File: src/rtl/cpu_types_pkg.sv
// Shared types for the memory arbiter: RAM handshake states and the arbiter
// FSM state encoding, plus a small helper to decode the RAM "data ready" state.
package cpu_types_pkg;

  localparam int WORD_W = 32;

  typedef enum logic [1:0] {
    FREE   = 2'd0,
    BUSY   = 2'd1,
    ACCESS = 2'd2,
    ERROR  = 2'd3
  } ramstate_t;

  typedef enum logic [1:0] {
    IDLE = 2'd0,
    IGNT = 2'd1,
    DGNT = 2'd2,
    DONE = 2'd3
  } arb_state_t;

  // Only ACCESS completes a transfer; FREE, BUSY and ERROR all mean "keep waiting".
  function automatic logic ram_ready(input logic [1:0] st);
    return st == ACCESS;
  endfunction

endpackage

File: src/rtl/mem_arbiter_if.sv
// Bus bundle between the two caches, the arbiter and the RAM.
// slave  : the arbiter's view (takes requests and RAM responses).
// master : the environment's view (caches and RAM model).
interface mem_arbiter_if;
  import cpu_types_pkg::*;

  logic              iREN;
  logic [WORD_W-1:0] iaddr;
  logic              iwait;
  logic [WORD_W-1:0] iload;

  logic              dREN;
  logic              dWEN;
  logic [WORD_W-1:0] daddr;
  logic [WORD_W-1:0] dstore;
  logic              dwait;
  logic [WORD_W-1:0] dload;

  logic              ramREN;
  logic              ramWEN;
  logic [WORD_W-1:0] ramaddr;
  logic [WORD_W-1:0] ramstore;
  logic [WORD_W-1:0] ramload;
  logic [1:0]        ramstate;

  logic              err;

  modport slave (
    input  iREN, iaddr, dREN, dWEN, daddr, dstore, ramload, ramstate,
    output iwait, iload, dwait, dload, ramREN, ramWEN, ramaddr, ramstore, err
  );

  modport master (
    output iREN, iaddr, dREN, dWEN, daddr, dstore, ramload, ramstate,
    input  iwait, iload, dwait, dload, ramREN, ramWEN, ramaddr, ramstore, err
  );

endinterface

File: src/rtl/arb_timer.sv
// Wait counter for a granted access. Held at zero outside a grant, counts
// every granted cycle the RAM is not in ACCESS, saturates instead of wrapping.
module arb_timer #(
  parameter int TIMEOUT_CYCLES = 64
) (
  input  logic CLK,
  input  logic nRST,
  input  logic clr_i,
  input  logic inc_i,
  output logic expired_o
);

  localparam int CNT_W = $clog2(TIMEOUT_CYCLES) + 1;
  localparam logic [CNT_W-1:0] CNT_LAST = CNT_W'(TIMEOUT_CYCLES - 1);

  logic [CNT_W-1:0] cnt_q, cnt_d;

  // Next count: clear, count up, or hold at all-ones.
  always_comb begin
    cnt_d = cnt_q;
    if (clr_i) begin
      cnt_d = '0;
    end else if (inc_i && (cnt_q != '1)) begin
      cnt_d = cnt_q + CNT_W'(1);
    end
  end

  // Count register, cleared asynchronously.
  always_ff @(posedge CLK or negedge nRST) begin
    if (!nRST) begin
      cnt_q <= '0;
    end else begin
      cnt_q <= cnt_d;
    end
  end

  assign expired_o = (cnt_q == CNT_LAST);

endmodule

File: src/rtl/mem_arbiter.sv
// Two-port memory arbiter: icache and dcache share one RAM port.
//
// state | meaning
// IDLE  | no grant; pick next requester, no RAM strobes
// IGNT  | icache owns the RAM port, waiting for ACCESS or timeout
// DGNT  | dcache owns the RAM port, waiting for ACCESS or timeout
// DONE  | one-cycle bubble after a completion, all strobes low
//
// Build option MEM_ARB_RR_EN: when defined, simultaneous requests alternate
// between the caches using a last-served flag; when undefined the dcache
// always wins and no last-served flag exists.
module mem_arbiter
  import cpu_types_pkg::*;
#(
  parameter int TIMEOUT_CYCLES = 64
) (
  input  logic          CLK,
  input  logic          nRST,
  mem_arbiter_if.slave  bus
);

  arb_state_t state_q, state_d;
  logic       err_q, err_d;
  logic       granted;
  logic       expired;
  logic       tmo;
  logic       d_req;
  logic       pick_d;

`ifdef MEM_ARB_RR_EN
  logic       last_d_q, last_d_d;   // 1: dcache was served last
`endif

  assign granted = (state_q == IGNT) || (state_q == DGNT);
  assign d_req   = bus.dREN | bus.dWEN;

`ifdef MEM_ARB_RR_EN
  assign pick_d = d_req && !(bus.iREN && last_d_q);
`else
  assign pick_d = d_req;
`endif

  arb_timer #(
    .TIMEOUT_CYCLES (TIMEOUT_CYCLES)
  ) u_timer (
    .CLK       (CLK),
    .nRST      (nRST),
    .clr_i     (!granted),
    .inc_i     (granted && !ram_ready(bus.ramstate)),
    .expired_o (expired)
  );

  // Next-state and bus decode; strobes follow the live request so a drop
  // takes the strobe down in the same cycle.
  always_comb begin
    state_d      = state_q;
    err_d        = err_q;
    tmo          = 1'b0;
    bus.ramREN   = 1'b0;
    bus.ramWEN   = 1'b0;
    bus.ramaddr  = '0;
    bus.ramstore = '0;
    bus.iwait    = 1'b1;
    bus.dwait    = 1'b1;
`ifdef MEM_ARB_RR_EN
    last_d_d     = last_d_q;
`endif
    case (state_q)
      IDLE: begin
        if (pick_d) begin
          state_d = DGNT;
        end else if (bus.iREN) begin
          state_d = IGNT;
        end
      end
      IGNT: begin
        if (!bus.iREN) begin
          state_d = IDLE;
        end else begin
          bus.ramREN  = 1'b1;
          bus.ramaddr = bus.iaddr;
          if (ram_ready(bus.ramstate) || expired) begin
            bus.iwait = 1'b0;
            tmo       = !ram_ready(bus.ramstate);
            state_d   = DONE;
`ifdef MEM_ARB_RR_EN
            last_d_d  = 1'b0;
`endif
          end
        end
      end
      DGNT: begin
        if (!d_req) begin
          state_d = IDLE;
        end else begin
          bus.ramREN   = bus.dREN;
          bus.ramWEN   = bus.dWEN & ~bus.dREN;
          bus.ramaddr  = bus.daddr;
          bus.ramstore = bus.dstore;
          if (ram_ready(bus.ramstate) || expired) begin
            bus.dwait = 1'b0;
            tmo       = !ram_ready(bus.ramstate);
            state_d   = DONE;
`ifdef MEM_ARB_RR_EN
            last_d_d  = 1'b1;
`endif
          end
        end
      end
      DONE: begin
        state_d = IDLE;
      end
      default: begin
        state_d = IDLE;
      end
    endcase
    if (tmo) begin
      err_d = 1'b1;
    end
  end

  // State, sticky error and last-served registers, all cleared asynchronously.
  always_ff @(posedge CLK or negedge nRST) begin
    if (!nRST) begin
      state_q  <= IDLE;
      err_q    <= 1'b0;
`ifdef MEM_ARB_RR_EN
      last_d_q <= 1'b0;
`endif
    end else begin
      state_q  <= state_d;
      err_q    <= err_d;
`ifdef MEM_ARB_RR_EN
      last_d_q <= last_d_d;
`endif
    end
  end

  // Read data passes straight through, zeroed when the access timed out.
  assign bus.iload = tmo ? '0 : bus.ramload;
  assign bus.dload = tmo ? '0 : bus.ramload;
  assign bus.err   = err_q;

endmodule
File: src/flat_wrapper.sv
// flat-port wrapper written by rule: the top's interface ports become plain ports
module mem_arbiter_flat import cpu_types_pkg::*;
#(
  parameter int TIMEOUT_CYCLES = 64
)
  (CLK, nRST, bus_iREN, bus_iaddr, bus_dREN, bus_dWEN, bus_daddr, bus_dstore, bus_ramload, bus_ramstate, bus_iwait, bus_iload, bus_dwait, bus_dload, bus_ramREN, bus_ramWEN, bus_ramaddr, bus_ramstore, bus_err);
  mem_arbiter_if bus_i ();
  input  logic CLK;
  input  logic nRST;
  input wire logic [$bits(bus_i.iREN)-1:0] bus_iREN;
  input wire logic [$bits(bus_i.iaddr)-1:0] bus_iaddr;
  input wire logic [$bits(bus_i.dREN)-1:0] bus_dREN;
  input wire logic [$bits(bus_i.dWEN)-1:0] bus_dWEN;
  input wire logic [$bits(bus_i.daddr)-1:0] bus_daddr;
  input wire logic [$bits(bus_i.dstore)-1:0] bus_dstore;
  input wire logic [$bits(bus_i.ramload)-1:0] bus_ramload;
  input wire logic [$bits(bus_i.ramstate)-1:0] bus_ramstate;
  output wire logic [$bits(bus_i.iwait)-1:0] bus_iwait;
  output wire logic [$bits(bus_i.iload)-1:0] bus_iload;
  output wire logic [$bits(bus_i.dwait)-1:0] bus_dwait;
  output wire logic [$bits(bus_i.dload)-1:0] bus_dload;
  output wire logic [$bits(bus_i.ramREN)-1:0] bus_ramREN;
  output wire logic [$bits(bus_i.ramWEN)-1:0] bus_ramWEN;
  output wire logic [$bits(bus_i.ramaddr)-1:0] bus_ramaddr;
  output wire logic [$bits(bus_i.ramstore)-1:0] bus_ramstore;
  output wire logic [$bits(bus_i.err)-1:0] bus_err;
  assign bus_i.iREN = bus_iREN;
  assign bus_i.iaddr = bus_iaddr;
  assign bus_i.dREN = bus_dREN;
  assign bus_i.dWEN = bus_dWEN;
  assign bus_i.daddr = bus_daddr;
  assign bus_i.dstore = bus_dstore;
  assign bus_i.ramload = bus_ramload;
  assign bus_i.ramstate = bus_ramstate;
  assign bus_iwait = bus_i.iwait;
  assign bus_iload = bus_i.iload;
  assign bus_dwait = bus_i.dwait;
  assign bus_dload = bus_i.dload;
  assign bus_ramREN = bus_i.ramREN;
  assign bus_ramWEN = bus_i.ramWEN;
  assign bus_ramaddr = bus_i.ramaddr;
  assign bus_ramstore = bus_i.ramstore;
  assign bus_err = bus_i.err;
  mem_arbiter #(.TIMEOUT_CYCLES(TIMEOUT_CYCLES)) u_core (.CLK(CLK), .nRST(nRST), .bus(bus_i));
endmodule
File: config.mk
export PLATFORM = sky130hd
export DESIGN_NAME = mem_arbiter_flat
export DESIGN_NICKNAME = d
export VERILOG_FILES = /design/src/rtl/cpu_types_pkg.sv /design/src/rtl/mem_arbiter_if.sv /design/src/rtl/arb_timer.sv /design/src/rtl/mem_arbiter.sv /design/src/flat_wrapper.sv
export SDC_FILE = /design/constraint.sdc
export NUM_CORES = 1
export LEC_CHECK = 0
export CAP_MARGIN = 10
export CORE_AREA = 2 2 104 106
export DETAILED_ROUTE_END_ITERATION = 10
export DIE_AREA = 0 0 106 108
export HOLD_SLACK_MARGIN = 0.02
export SETUP_SLACK_MARGIN = 0.15
export SYNTH_ARGS = -nofsm -noshare
export SYNTH_HDL_FRONTEND = slang
export SYNTH_SLANG_ARGS = --single-unit
File: constraint.sdc
create_clock -name CLK -period 4.25 [get_ports CLK]
set_input_delay 0.425 -clock CLK [delete_from_list [all_inputs] [get_ports CLK]]
set_output_delay 0.425 -clock CLK [all_outputs]
set_load 0.03 [all_outputs]
Yosys cells after proc, flatten, opt, wreduce, memory -nomap -nowiden
Cells that the tools add are included.
{"block": "classes", "bitwise": 3, "addsub": 1, "n_eq_ne": 8, "mux": 28, "n_reduce_logical": 6}
{"cell": "$mux 32", "count": 5}
{"cell": "$pmux 32 s2", "count": 1}
{"cell": "$mux 7", "count": 2}
{"cell": "$mux 1", "count": 12}
{"cell": "$mux 2", "count": 5}
{"cell": "$pmux 2 s4", "count": 1}
{"cell": "$add 7x1->7 const B", "count": 1}
{"cell": "$eq 7x6->1 const B", "count": 1}
{"cell": "$ne 7x7->1 const B", "count": 1}
{"cell": "$eq 2x2->1 const B", "count": 3}
{"cell": "$pmux 1 s2", "count": 2}
{"cell": "$ne 3x2->1 const B", "count": 1}
{"cell": "$eq 2x1->1 const B", "count": 1}
{"cell": "$logic_and 1x1->1", "count": 2}
{"cell": "$logic_not 2->1", "count": 1}
{"cell": "$logic_or 1x1->1", "count": 2}
{"cell": "$ne 2x2->1 const B", "count": 1}
{"cell": "$and 1x1->1", "count": 1}
{"cell": "$logic_not 1->1", "count": 1}
{"cell": "$not 1->1", "count": 1}
{"cell": "$or 1x1->1", "count": 1}
{"block": "word_totals", "output_inout_bits": 133, "ff_bits": 10, "inputBits": 135, "word_cells": 49}

Depth between registers and ports, before layout
Gate-level depths: netlist (run 1).
{"block": "depth", "depth_word": 6, "mapped_depth": 7, "ltp_nobuf": 5}

Hierarchy
From an unflattened synthesis (run 1), not the netlist that was laid out.
{"block": "hier_totals", "cells_unflattened": 251, "hier_area_um2": 1830.5}
{"mod": "mem_arbiter", "cells_per_inst": 210, "n_inst": 1, "area_each_um2": 1403.8}
{"mod": "arb_timer", "cells_per_inst": 41, "n_inst": 1, "area_each_um2": 426.7}

Worst setup path after synthesis (run 1)
No wires, ideal clock.
{"block": "synth_timing", "path_type": "register to output", "from": "register u_core.state_q[0]", "to": "output bus_iload[2]", "stages_incl_launch_ff": 8, "required_ns": 3.825, "setup_slack_ns": 1.540, "path_buffers": 2, "t_arrival_ns": 2.285, "cell_sequence": "dfrtp_1 > inv_1 > ha_1 > inv_2 > a2111oi_4 > buf_6 > a21boi_0 > buf_4"}
{"block": "synth_between", "elab_chain_cells": 3, "elab_cells_between_ends": 4, "cone_classes": "eq/ne (2); mux (2)"}
{"element": "from (decl)", "line": "mem_arbiter.sv:22", "rtl": "arb_state_t state_q, state_d;"}
{"element": "from (signal assigned)", "line": "mem_arbiter.sv:131", "rtl": "state_q <= state_d;"}
{"element": "$eq 2x2->1 or $eq 2x1->1 (tied branches)"}
{"element": "$pmux 1 s2 *", "line": "mem_arbiter.sv:68", "rtl": "case (state_q)"}
{"element": "$mux 32 *"}
{"element": "to (decl)", "line": "flat_wrapper.sv:19", "rtl": "output wire logic [$bits(bus_i.iload)-1:0] bus_iload;"}
Every way passes the cells marked *; elsewhere a longest branch is shown, timed or not.

Worst setup path after layout (run 1)
{"block": "layout_timing", "from": "register u_core.state_q[0]", "to": "output bus_iload[31]"}
{"block": "layout_between", "elab_chain_cells": 3, "elab_cells_between_ends": 4, "cone_classes": "eq/ne (2); mux (2)"}
{"element": "$eq 2x2->1 or $eq 2x1->1 (tied branches)"}
{"element": "$pmux 1 s2 *", "line": "mem_arbiter.sv:68"}
{"element": "$mux 32 *", "line": "mem_arbiter.sv:140", "rtl": "assign bus.iload = tmo ? '0 : bus.ramload;"}
Marks and branches as above.

==> results of run 1 <==
[per-layer routing]
metal  wire [um]  up-vias  share of wire, %  GRT usage, %
li1            -     1304                 -             -
met4          29        0              0.31          1.32
met3         653        4               7.0          3.38
met2        5320      125                57          29.6
met1        3330     1225                36          15.3
met5           0        -                 0             0
[Yosys cell counts (7+ instances only)]
cell / number
a21boi_2: 10
clkbuf_1: 10
buf_4: 33
nor2_1: 32
a21boi_0: 16
dfrtp_1: 10
and2_1: 33
buf_2: 8
a22oi_1: 32
a21boi_1: 7
nand2_1: 11
[through the flow]
step           setup WS [ps]  total power, mW
2_1_floorplan           1540             1.03
3_3_place_gp             818             1.54
3_5_place_dp             743             1.56
4_1_cts                  666             1.68
5_1_grt                  473             1.78
6_report                 687             1.67
[cells by family after synthesis]
kind of cell / Yosys count / share of synthesized area, %
AND/OR/NAND/NOR: 90 / 25.0
AO/OA/AOI/OAI: 87 / 38.1
buffers and inverters: 57 / 19.5
flip-flops: 10 / 13.2
adder cells (fa/ha/maj): 5 / 3.29
multiplexers: 2 / 1.05
[report_power, final]
part / switching, mW / leakage (nW) / internal [mW] / total, mW
combinational: 0.836 / 1.51 / 0.584 / 1.42
clock: 0.0373 / 0.0288 / 0.0814 / 0.119
sequential: 0.0192 / 0.134 / 0.113 / 0.132
[layout make-up]
| type | instances | area [um2] |
|---|---|---|
| inverter | 3 | 11.3 |
| timing repair buffer | 273 | 2720 |
| tap | 136 | 170 |
| multi-input combinational | 184 | 1290 |
| clock buffer | 4 | 55.1 |
| fill | 1002 | 5740 |
| sequential | 10 | 250 |
[sequential cells by signal, summed over array words and instances, names as in the netlist]
| register | flops |
|---|---|
| u_core.u_timer.cnt_q | 7 |
| u_core.state_q | 2 |
| u_core.bus.err | 1 |
[worst max-delay path: cells and delay by family (launching register included)]
family	cells	cell delay, ps
flops	1	400
compound gates	2	940
fa+ha+maj	1	350
buf+inv	3	1110
simple gates	1	100
[final timing paths]
path                                                from                                  end  slack [ps]  depth (start not counted)
max                        u_core.state_q[0]$_DFFE_PN0P_                        bus_iload[31]         690                          7
min in group asynchronous                           nRST  u_core.u_timer.cnt_q[1]$_DFFE_PN0P_         520                          1
min                           u_core.bus.err$_DFFE_PN0P_           u_core.bus.err$_DFFE_PN0P_         470                          1
max reg2reg                u_core.state_q[0]$_DFFE_PN0P_        u_core.state_q[0]$_DFFE_PN0P_        2010                          5
max in group asynchronous                           nRST  u_core.u_timer.cnt_q[5]$_DFFE_PN0P_        3400                          1
min reg2reg                   u_core.bus.err$_DFFE_PN0P_           u_core.bus.err$_DFFE_PN0P_         470                          1
==> flow_summary.yaml, run 1 <==
status:
  status: "finished, final reports clean"
power:
  vdd_drop_max_uv: 213
  powerDensity_mw_per_mm2: 372
  leakage_nw: 1.68
global_route:
  grtUsageTotal_pct: 14.4
  antenna_found_initial: 0
  grt_start_max_net_pins: 67
  overflow: 0
  grt_pass1_wl_mm: 13.4
  grt_pass1_vias: 2528
worst_setup_path:
  slowest_stage: "a2111oi_4"
  arrival_ps: 3140
  crit_path_max_incr_delay_ps: 810
  worst-path-max-fanout: 18
  startpoint_type: "flop"
  cp_cell_sequence: "inv_1 > ha_1 > nor2_2 > a2111oi_4 > buf_4 > a21boi_0 > clkdlybuf4s50_1"
  crit_path_end_kind: "output pin"
  critPathKind: "reg -> out"
  cp.required_ps: 3830
sta:
  grt_setup_unrepaired: "false"
  relSlewSlack_pct: 28.7
  clock_skew_ps: 3.16
  slew_violations: 0
  fmax_ghz: 0.281
  fin_crit_sh_pct: 83.8
  fin_tns_setup_ps: 0
  setup_viol_count_final: 0
  worst_pin_slew_ps: 1070
  holdWs_ps: 474
  min_period_ps: 3560
  finalHoldViolations: 0
synth:
  synth_flop_cell: "dfrtp_1"
  syn_nets: 391
  ys_seq_area_share_pct: 13.2
  netlist.area_leader.share_pct: 13.2
  synth.avg_cell_area_um2: 7.57
  ys_ff_latch: 10
  synthCells: 251
  yosysUniqueCellTypes: 41
  syn_area_mm2: 0.00190
  synth-edff-count: 0
  synth_top_area_cell: "dfrtp_1"
  synth.area.top_cells: "dfrtp_1 13%, buf_4 13%, a22oi_1 13%, and2_1 11%, a21boi_0 6.3%"
  synth-async-reset-ratio_pct: 100
  yosysWarnings: 0
placement:
  port_buffers: 267
  routabilityCongestion: 0.787
  place_inst: 606
  placed_cell_area_mm2: 0.00444
  dp.final_hpwl_mm: 7.71
floorplanning:
  die_height_um: 108
  rows: 37
  start_util_pct: 18.6
  die_w_um: 106
  core_mm2: 0.0102
  ios: 268
  die_area_mm2: 0.0114
final_layout:
  most-common-layout-cells: "267 x clkdlybuf4s50_1, 33 x and2_1, 32 x a22oi_1, 32 x nor2_1, 16 x a21boi_0"
  antennaDiodeCount: 0
  fin_util_pct: 43.9
  fin_cells: 610
  nets: 615
  layout-area-overhead-vs-synth_pct: 136
  drive_above_1_share_pct: 6.33
  fin_area_mm2: 0.00449
  final_common_cell: "clkdlybuf4s50_1"
flow_run:
  drv_cap: 0
clock_tree:
  clock_path_buffers: 2
  post-cts-setup-buffers: 0
  cts_tree: "done"
  cts_sinks: 10
  cts_buffers: 3
  cts_hold_buf: 0
  cts_resized: 0
  cts.htree.levels: 1
  clk_latency_ps: 240
  root_buffer: "clkbuf_8"
  clk_pin_slew_ps: 50
route:
  avgRoutedWirePerCell_um: 15.3
  totalWireLength_mm: 9.33
  drtIter0Drc: 181
  via_per_inst: 4.36
  antenna_left: 0
  num_vias: 2658
  drc_errors: 0
  first_pass_iters: 4
min_path:
  hold_path_class: "reg -> reg"
(Power assumes the default switching activity.)
==> run 2: changes to the inputs <==
CORE_AREA = 2 2 105 107   (was 2 2 104 106)
DIE_AREA = 0 0 107 109   (was 0 0 106 108)
PLACE_DENSITY = 0.66   (was unset)
clock period = 3 ns   (was 4.25 ns; I/O delays follow)
==> flow_summary.yaml, run 2 (synthesized netlist as in run 1, its figures left out) <==
global_route:
  grtUsageTotal_pct: 13.4
  grt_start_max_net_pins: 45
  overflow: 0
  grt_pass1_vias: 2477
  antenna_found_initial: 0
  grt_pass1_wl_mm: 12.7
power:
  total_power_mw: 2.32
  combPwrFrac_pct: 84.7
  sw_frac_of_total_pct: 54.2
  powerDensity_mw_per_mm2: 530
  seqPwrFrac_pct: 8.1
  clkPwrFrac_pct: 7.2
  switchingPower_mw: 1.26
  leakage_nw: 1.84
  vdd_drop_max_uv: 293
  internal-power_mw: 1.06
placement:
  dp.final_hpwl_mm: 7.30
  port_buffers: 267
  placed_cell_area_mm2: 0.00438
  routabilityCongestion: 0.795
  place_inst: 613
  place_ws_ps: 189
worst_setup_path:
  worst-path-max-fanout: 14
  startpoint: "u_core.state_q[0]$_DFFE_PN0P_"
  arrival_ps: 2340
  r2r_cells: 5
  cp.required_ps: 2700
  r2r-start: "u_core.state_q[0]$_DFFE_PN0P_"
  startpoint_type: "flop"
  ff2ff_setup_slack_ps: 1230
  rr_endpoint: "u_core.state_q[0]$_DFFE_PN0P_"
  crit_path_end_kind: "output pin"
  critPathKind: "reg -> out"
floorplanning:
  die_height_um: 109
  start_util_pct: 17.9
  rows: 38
  core_mm2: 0.0106
  ios: 268
  die_area_mm2: 0.0117
  die_w_um: 107
final_layout:
  largest_register_ffs: 7
  layout-area-overhead-vs-synth_pct: 130
  most-common-layout-cells: "171 x clkdlybuf4s50_1, 63 x dlygate4sd2_1, 41 x buf_4, 33 x and2_1"
  nets: 618
  antennaDiodeCount: 0
  fin_cells: 617
  fin_area_mm2: 0.00438
  drive_above_1_share_pct: 14.5
  final_common_cell: "clkdlybuf4s50_1"
  regMostFlops: "u_core.u_timer.cnt_q"
  fillCellCount: 1091
clock_tree:
  cts.htree.levels: 1
  cts_buffers: 3
  cts_tree: "done"
  clock_path_buffers: 2
  root_buffer: "clkbuf_8"
  cts_sinks: 10
  clk_latency_ps: 240
  post-cts-setup-buffers: 0
  clk_pin_slew_ps: 50
sta:
  grt_setup_unrepaired: "false"
  fin_crit_sh_pct: 88.0
  slew_violations: 0
  setup_viol_count_final: 0
  clock_skew_ps: 2.21
  fmax_ghz: 0.379
  finalHoldViolations: 0
  relSlewSlack_pct: 68.2
  setup_ws_ps: 360
  worst_pin_slew_ps: 476
  min_period_ps: 2640
  fin_tns_setup_ps: 0
min_path:
  hold_path_class: "in -> async"
route:
  via_per_inst: 4.33
  avgRoutedWirePerCell_um: 14.1
  first_pass_iters: 4
  drtIter0Drc: 166
  totalWireLength_mm: 8.70
  drc_errors: 0
  antenna_left: 0
  num_vias: 2670
flow_run:
  drv_cap: 0
status:
  status: "finished, final reports clean"
run 2: how the worst max path moves through the flow:
stage / end / slack [ps]
after floorplan: bus_iload[2] / 410
after global placement: bus_dload[31] / 240
after detailed placement: bus_iload[31] / 190
after CTS: bus_iload[31] / 280
after global routing: bus_dload[18] / 180
final: bus_dload[18] / 360
run 2: metrics by stage:
stage / hold WS (ps) / utilization (%)
after detailed placement: 470 / 41.3
after CTS: 404 / 41.2
after global placement: 453 / 41.3
final: 390 / 41.3
after global routing: 426 / 41.3
after floorplan: 4.41 / -
run 2: what timing repair did:
| action | in CTS | in global routing |
|---|---|---|
| setup endpoints to repair | 96 | 3 |
| hold buffers | 0 | 0 |
| endpoints found under the hold margin | 0 | 0 |
| gates resized for setup | 66 | 2 |
run 2: worst max-delay path, cell delays in order, from the launching register on:
cell and delay [ps]:
dfrtp_1 390, inv_1 100, ha_2 400, inv_2 70
a2111oi_4 380, buf_6 250, a21boi_0 130, dlygate4sd2_1 380
run 2: cell type report:
type | count | area (um2) | share of cell area (%)
repair buffers | 276 | 2580 | 59.0
multi-input cells | 184 | 1300 | 29.8
flip-flops and latches | 10 | 250 | 5.72
well taps | 140 | 175 | 4.00
clock buffers | 4 | 55.1 | 1.26
inverters | 3 | 11.3 | 0.257
run 2: power by group through the flow:
stage	Combinational (mW)	Clock (mW)	Sequential, mW
2_1_floorplan	1.27	0	0.181
3_3_place_gp	1.97	0	0.187
3_5_place_dp	1.99	0	0.188
4_1_cts	1.98	0.175	0.187
5_1_grt	2.11	0.184	0.191
6_report	1.97	0.168	0.187
run 2: layer usage:
metal  global-route usage [%]  share of wire [%]  vias up
met5                        0                  0        -
met4                     2.32               0.72        0
met3                     4.24                9.3        7
met2                     23.2                 50      141
met1                     16.6                 40     1210
li1                         -                  -     1312
==> run 3: changes to the inputs <==
REMOVE_ABC_BUFFERS = 1   (was unset)
==> flow_summary.yaml, run 3 (synthesized netlist as in run 1, its figures left out) <==
placement:
  place_inst: 612
  placed_cell_area_mm2: 0.00454
  place_ws_ps: 313
  dp.final_hpwl_mm: 8.55
  port_buffers: 267
  routabilityCongestion: 0.853
worst_setup_path:
  critical_path.top_delay_family: "buffers and inverters"
  cp_cell_sequence: "inv_1 > ha_2 > o21a_2 > buf_12 > and2_1 > clkdlybuf4s50_1"
  crit_path_max_incr_delay_ps: 720
  slowest_stage: "clkdlybuf4s50_1"
  critPathKind: "reg -> out"
  cp.required_ps: 2700
  startpoint_type: "flop"
  crit_path_end_kind: "output pin"
  cp.buffers_inverters: 3
  worst-path-max-fanout: 58
  arrival_ps: 2360
sta:
  slew_violations: 0
  worst_pin_slew_ps: 471
  holdWs_ps: 384
  setup_viol_count_final: 0
  setup_ws_ps: 342
  finalHoldViolations: 0
  fmax_ghz: 0.376
  fin_crit_sh_pct: 88.6
  grt_setup_unrepaired: "false"
  clock_skew_ps: 2.53
  min_period_ps: 2660
  relSlewSlack_pct: 68.5
clock_tree:
  clk_latency_ps: 240
  clock_path_buffers: 2
  cts_buffers: 3
  clk_pin_slew_ps: 50
  cts.htree.levels: 1
  cts_tree: "done"
  cts_sinks: 10
  root_buffer: "clkbuf_8"
  cts_hold_buf: 0
route:
  num_vias: 2720
  totalWireLength_mm: 10.4
  drc_errors: 0
  antenna_left: 0
  drtIter0Drc: 181
  via_per_inst: 4.42
  first_pass_iters: 4
  avgRoutedWirePerCell_um: 16.8
global_route:
  grtUsageTotal_pct: 15.5
  grt_start_max_net_pins: 59
  grt_pass1_vias: 2641
  antenna_found_initial: 1
  overflow: 0
  grt_pass1_wl_mm: 14.1
final_layout:
  final_common_cell: "clkdlybuf4s50_1"
  regMostFlops: "u_core.u_timer.cnt_q"
  fin_cells: 616
  final-seq-area_um2: 250
  layout-area-overhead-vs-synth_pct: 145
  largest_register_ffs: 7
  multi_input_area_mm2: 0.00130
  fillCellCount: 1068
  nets: 617
  most-common-layout-cells: "171 x clkdlybuf4s50_1, 36 x dlymetal6s2s_1, 33 x and2_1, 32 x a22oi_1, 32 x nor2_1"
  fin_area_mm2: 0.00466
  drive_above_1_share_pct: 14.1
  antennaDiodeCount: 0
floorplanning:
  start_util_pct: 17.9
  rows: 38
  die_area_mm2: 0.0117
  die_w_um: 107
  ios: 268
  die_height_um: 109
  core_mm2: 0.0106
status:
  status: "finished, final reports clean"
power:
  powerDensity_mw_per_mm2: 536
  leakage_nw: 2.15
  total_power_mw: 2.50
  vdd_drop_max_uv: 292
flow_run:
  drv_cap: 0
min_path:
  hold_path_class: "in -> async"
run 3: cell types whose count changed in the layout (fill, tap and decap cells not counted), sizes merged:
cell,before,now
dlygate4sd2,63,28
buf,42,40
dlymetal6s2s,0,36
run 3: what timing repair did:
item | in CTS | in global routing
setup buffers | 0 | 0
cloned | 0 | 0
resized for setup | 28 | 39
endpoints found under the setup margin | 30 | 41
endpoints found under the hold margin | 0 | 0
run 3: area by class of cell:
cell class                 instances  area share, %
timing repair buffer             275           61.6
multi-input combinational        184           27.8
sequential                        10           5.37
tap                              140           3.76
clock buffer                       4           1.18
inverter                           3          0.242
run 3: report_power, final:
part           switching, mW  internal (mW)  leakage [nW]
Combinational           1.25          0.893          1.99
Sequential            0.0269          0.160         0.134
Clock                 0.0565          0.116        0.0288
run 3: path summary, 6_finish.rpt:
check                                              start                             endpoint  slack (ps)  cells after the start
max in group asynchronous                           nRST  u_core.u_timer.cnt_q[1]$_DFFE_PN0P_        2290                      1
min in group CLK              u_core.bus.err$_DFFE_PN0P_           u_core.bus.err$_DFFE_PN0P_         470                      1
hold / removal                                      nRST  u_core.u_timer.cnt_q[2]$_DFFE_PN0P_         380                      1
hold reg to reg               u_core.bus.err$_DFFE_PN0P_           u_core.bus.err$_DFFE_PN0P_         470                      1
setup reg to reg           u_core.state_q[0]$_DFFE_PN0P_        u_core.state_q[0]$_DFFE_PN0P_        1180                      6
setup / recovery           u_core.state_q[0]$_DFFE_PN0P_                     bus_ramstore[28]         340                      6
run 3: metal layers:
layer | track usage [%] | share of wire, % | wire, um
met4 | 3.06 | 1.5 | 159
met1 | 16.0 | 36 | 3690
met5 | 0 | 0.13 | 13
met3 | 4.30 | 9.0 | 932
met2 | 31.0 | 54 | 5580
run 3: through the flow:
step / TNS, ps / util [%]
floorplan: -16910 / -
global placement: 0 / 42.8
detailed placement: 0 / 42.8
CTS: 0 / 43.0
global route: 0 / 43.9
finish: 0 / 43.9
==> variant, RTL diff (settings of run 3) <==
Build with the macro `MEM_ARB_RR_EN` defined.
--- a/src/rtl/mem_arbiter.sv
+++ b/src/rtl/mem_arbiter.sv
@@ -9,6 +9,8 @@
 // Build option MEM_ARB_RR_EN: when defined, simultaneous requests alternate
 // between the caches using a last-served flag; when undefined the dcache
 // always wins and no last-served flag exists.
+`define MEM_ARB_RR_EN
+
 module mem_arbiter
   import cpu_types_pkg::*;
 #(
Formal check against the unedited RTL: not equivalent (Yosys sat finds a counterexample within 10 cycles, from zero or initial values and one cycle with nRST low).
==> variant against run 3 <==
  * First-iteration DRC count is 24% lower
  * Synthesized cell count is 1.2% higher
  * Power is 15% lower
  * Setup slack worse by 140 ps
  * Highest routed layer is now met4
  * Synthesized area is 0.46% higher
  * Clock skew is 1.5 ps lower
  * Critical path depth stayed put
  * Critical endpoint is now bus_iload[25]
  * Routed wire length is 3.8% lower
  * Sequential cell count is 1 higher
  * Cell area is 3.7% lower
  * Worst hold slack better by 12 ps
  * Utilization is 1.6 points lower
==> variant: results (changes against run 3) <==
| Metric | Value |
|---|---|
| Reg2reg end | `u_core.state_q[1]$_DFFE_PN0P_` |
| DRT iter0 DRCs | `137 (-24%)` |
| Routability Congestion | `0.941 (+10%)` |
| Final period utilization | `93.3% (+4.7 points)` |
| Pin count of the biggest net entering global routing | `52 (-12%)` |
| GRT Util Overall | `15.3% (-0.18 points)` |
| Vias | `2566 (-5.7%)` |
| Post-route cell area | `4490 um^2 (-3.7%)` |
| VDD IR-drop max | `236 uV (-19%)` |
| Global-route wire length before repair | `14000 um (-0.54%)` |
| Crit path launch | `u_core.u_timer.cnt_q[0]$_DFFE_PN0P_` |
| Initial antenna violation count | `0 (-1)` |
| Per-cell routed wire length | `16.1 um (-4.7%)` |
| Drt via density | `4.13 (-6.6%)` |
| Rel. slew slack | `67.4% (-1.1 points)` |
| Reg2reg setup slack | `1200 ps (+20 ps)` |
| Leakage | `1.96 nW (-9.1%)` |
| DPL Wire Length | `8020 um (-6.2%)` |
| Clock Latency Late Sink | `240 ps (about the same)` |
| Dpl cell area | `4360 um^2 (-4.1%)` |
| Sequential fraction of the synthesis area | `14.4% (+1.3 points)` |
| Fin nets | `623 (+0.97%)` |
| Reg2reg path depth | `7 (+1)` |
| Cell variety after synth | `40 (-2.4%)` |
| Synth Flop Type | `dfrtp_1` |
| Clock Skew | `0.995 ps (-1.54 ps)` |
| Int Pwr | `999 uW (-14%)` |
| Minimum hold slack | `396 ps (+12.2 ps)` |
| Filler cells | `1063 (-0.47%)` |
| Layout cell share with drive strength beyond 1 | `19.5% (+5.4 points)` |
| Top post-synthesis cells by count | `nor2_1 (39), and2_1 (33), a22oi_1 (32), buf_4 (32), and2_4 (30)` |
| Status | `completed` |
| Vias in the first global route | `2435 (-7.8%)` |
| Top post-synthesis cells by area | `dfrtp_1 (14%), and2_4 (14%), a22oi_1 (13%)` |
| Critical path peak fanout | `16 (-72%)` |
| Dpl ws | `112 ps (-200 ps)` |
[variant: layout make-up]
class,instances,share of cell area [%]
clock buffer,4,1.00
sequential,11,6.13
tap,140,3.90
timing repair buffer,273,59.5
inverter,3,0.251
multi-input combinational,191,29.2
[variant: cells by family (layout without fill, tap and decap cells)]
group | count (synthesis) | count (layout) | synth area share (%)
buffers and inverters | 53 | 280 | 18.2
XOR/XNOR | 1 | 1 | 0.459
flip-flops | 11 | 11 | 14.4
AO/OA/AOI/OAI | 58 | 58 | 21.8
adder cells (fa/ha/maj) | 5 | 5 | 3.28
AND/OR/NAND/NOR | 126 | 127 | 41.8
[variant: repair_timing]
item / in CTS / in global routing
endpoints found under the setup margin: 60 / 66
pin swaps: 1 / 1
gates resized for setup: 1 / 14
setup buffers: 1 / 1
cloned: 1 / 0
[variant: power by group through the flow]
stage | Combinational (mW) | Sequential, mW | Clock, mW
detailed placement | 1.78 | 0.204 | 0
CTS | 1.80 | 0.202 | 0.153
finish | 1.78 | 0.203 | 0.147
global route | 1.90 | 0.206 | 0.161
floorplan | 0.996 | 0.200 | 0
global placement | 1.77 | 0.203 | 0
[variant: metal layers]
layer / share of wire (%) / vias up / wire length (um) / global-route usage, %
met5: 0 / - / 0 / 0
met4: 0.55 / 0 / 55 / 1.48
met3: 4.8 / 8 / 476 / 3.35
met2: 50 / 79 / 4980 / 24.9
met1: 45 / 1188 / 4470 / 21.5
li1: - / 1291 / - / -
[variant: worst max-delay path: stages (launching register included)]
cell and delay, ps:
dfrtp_1 380, ha_1 270, nand3_2 180, nor3_4 280, nand4b_4 290, and2_4 260, clkdlybuf4s50_1 600
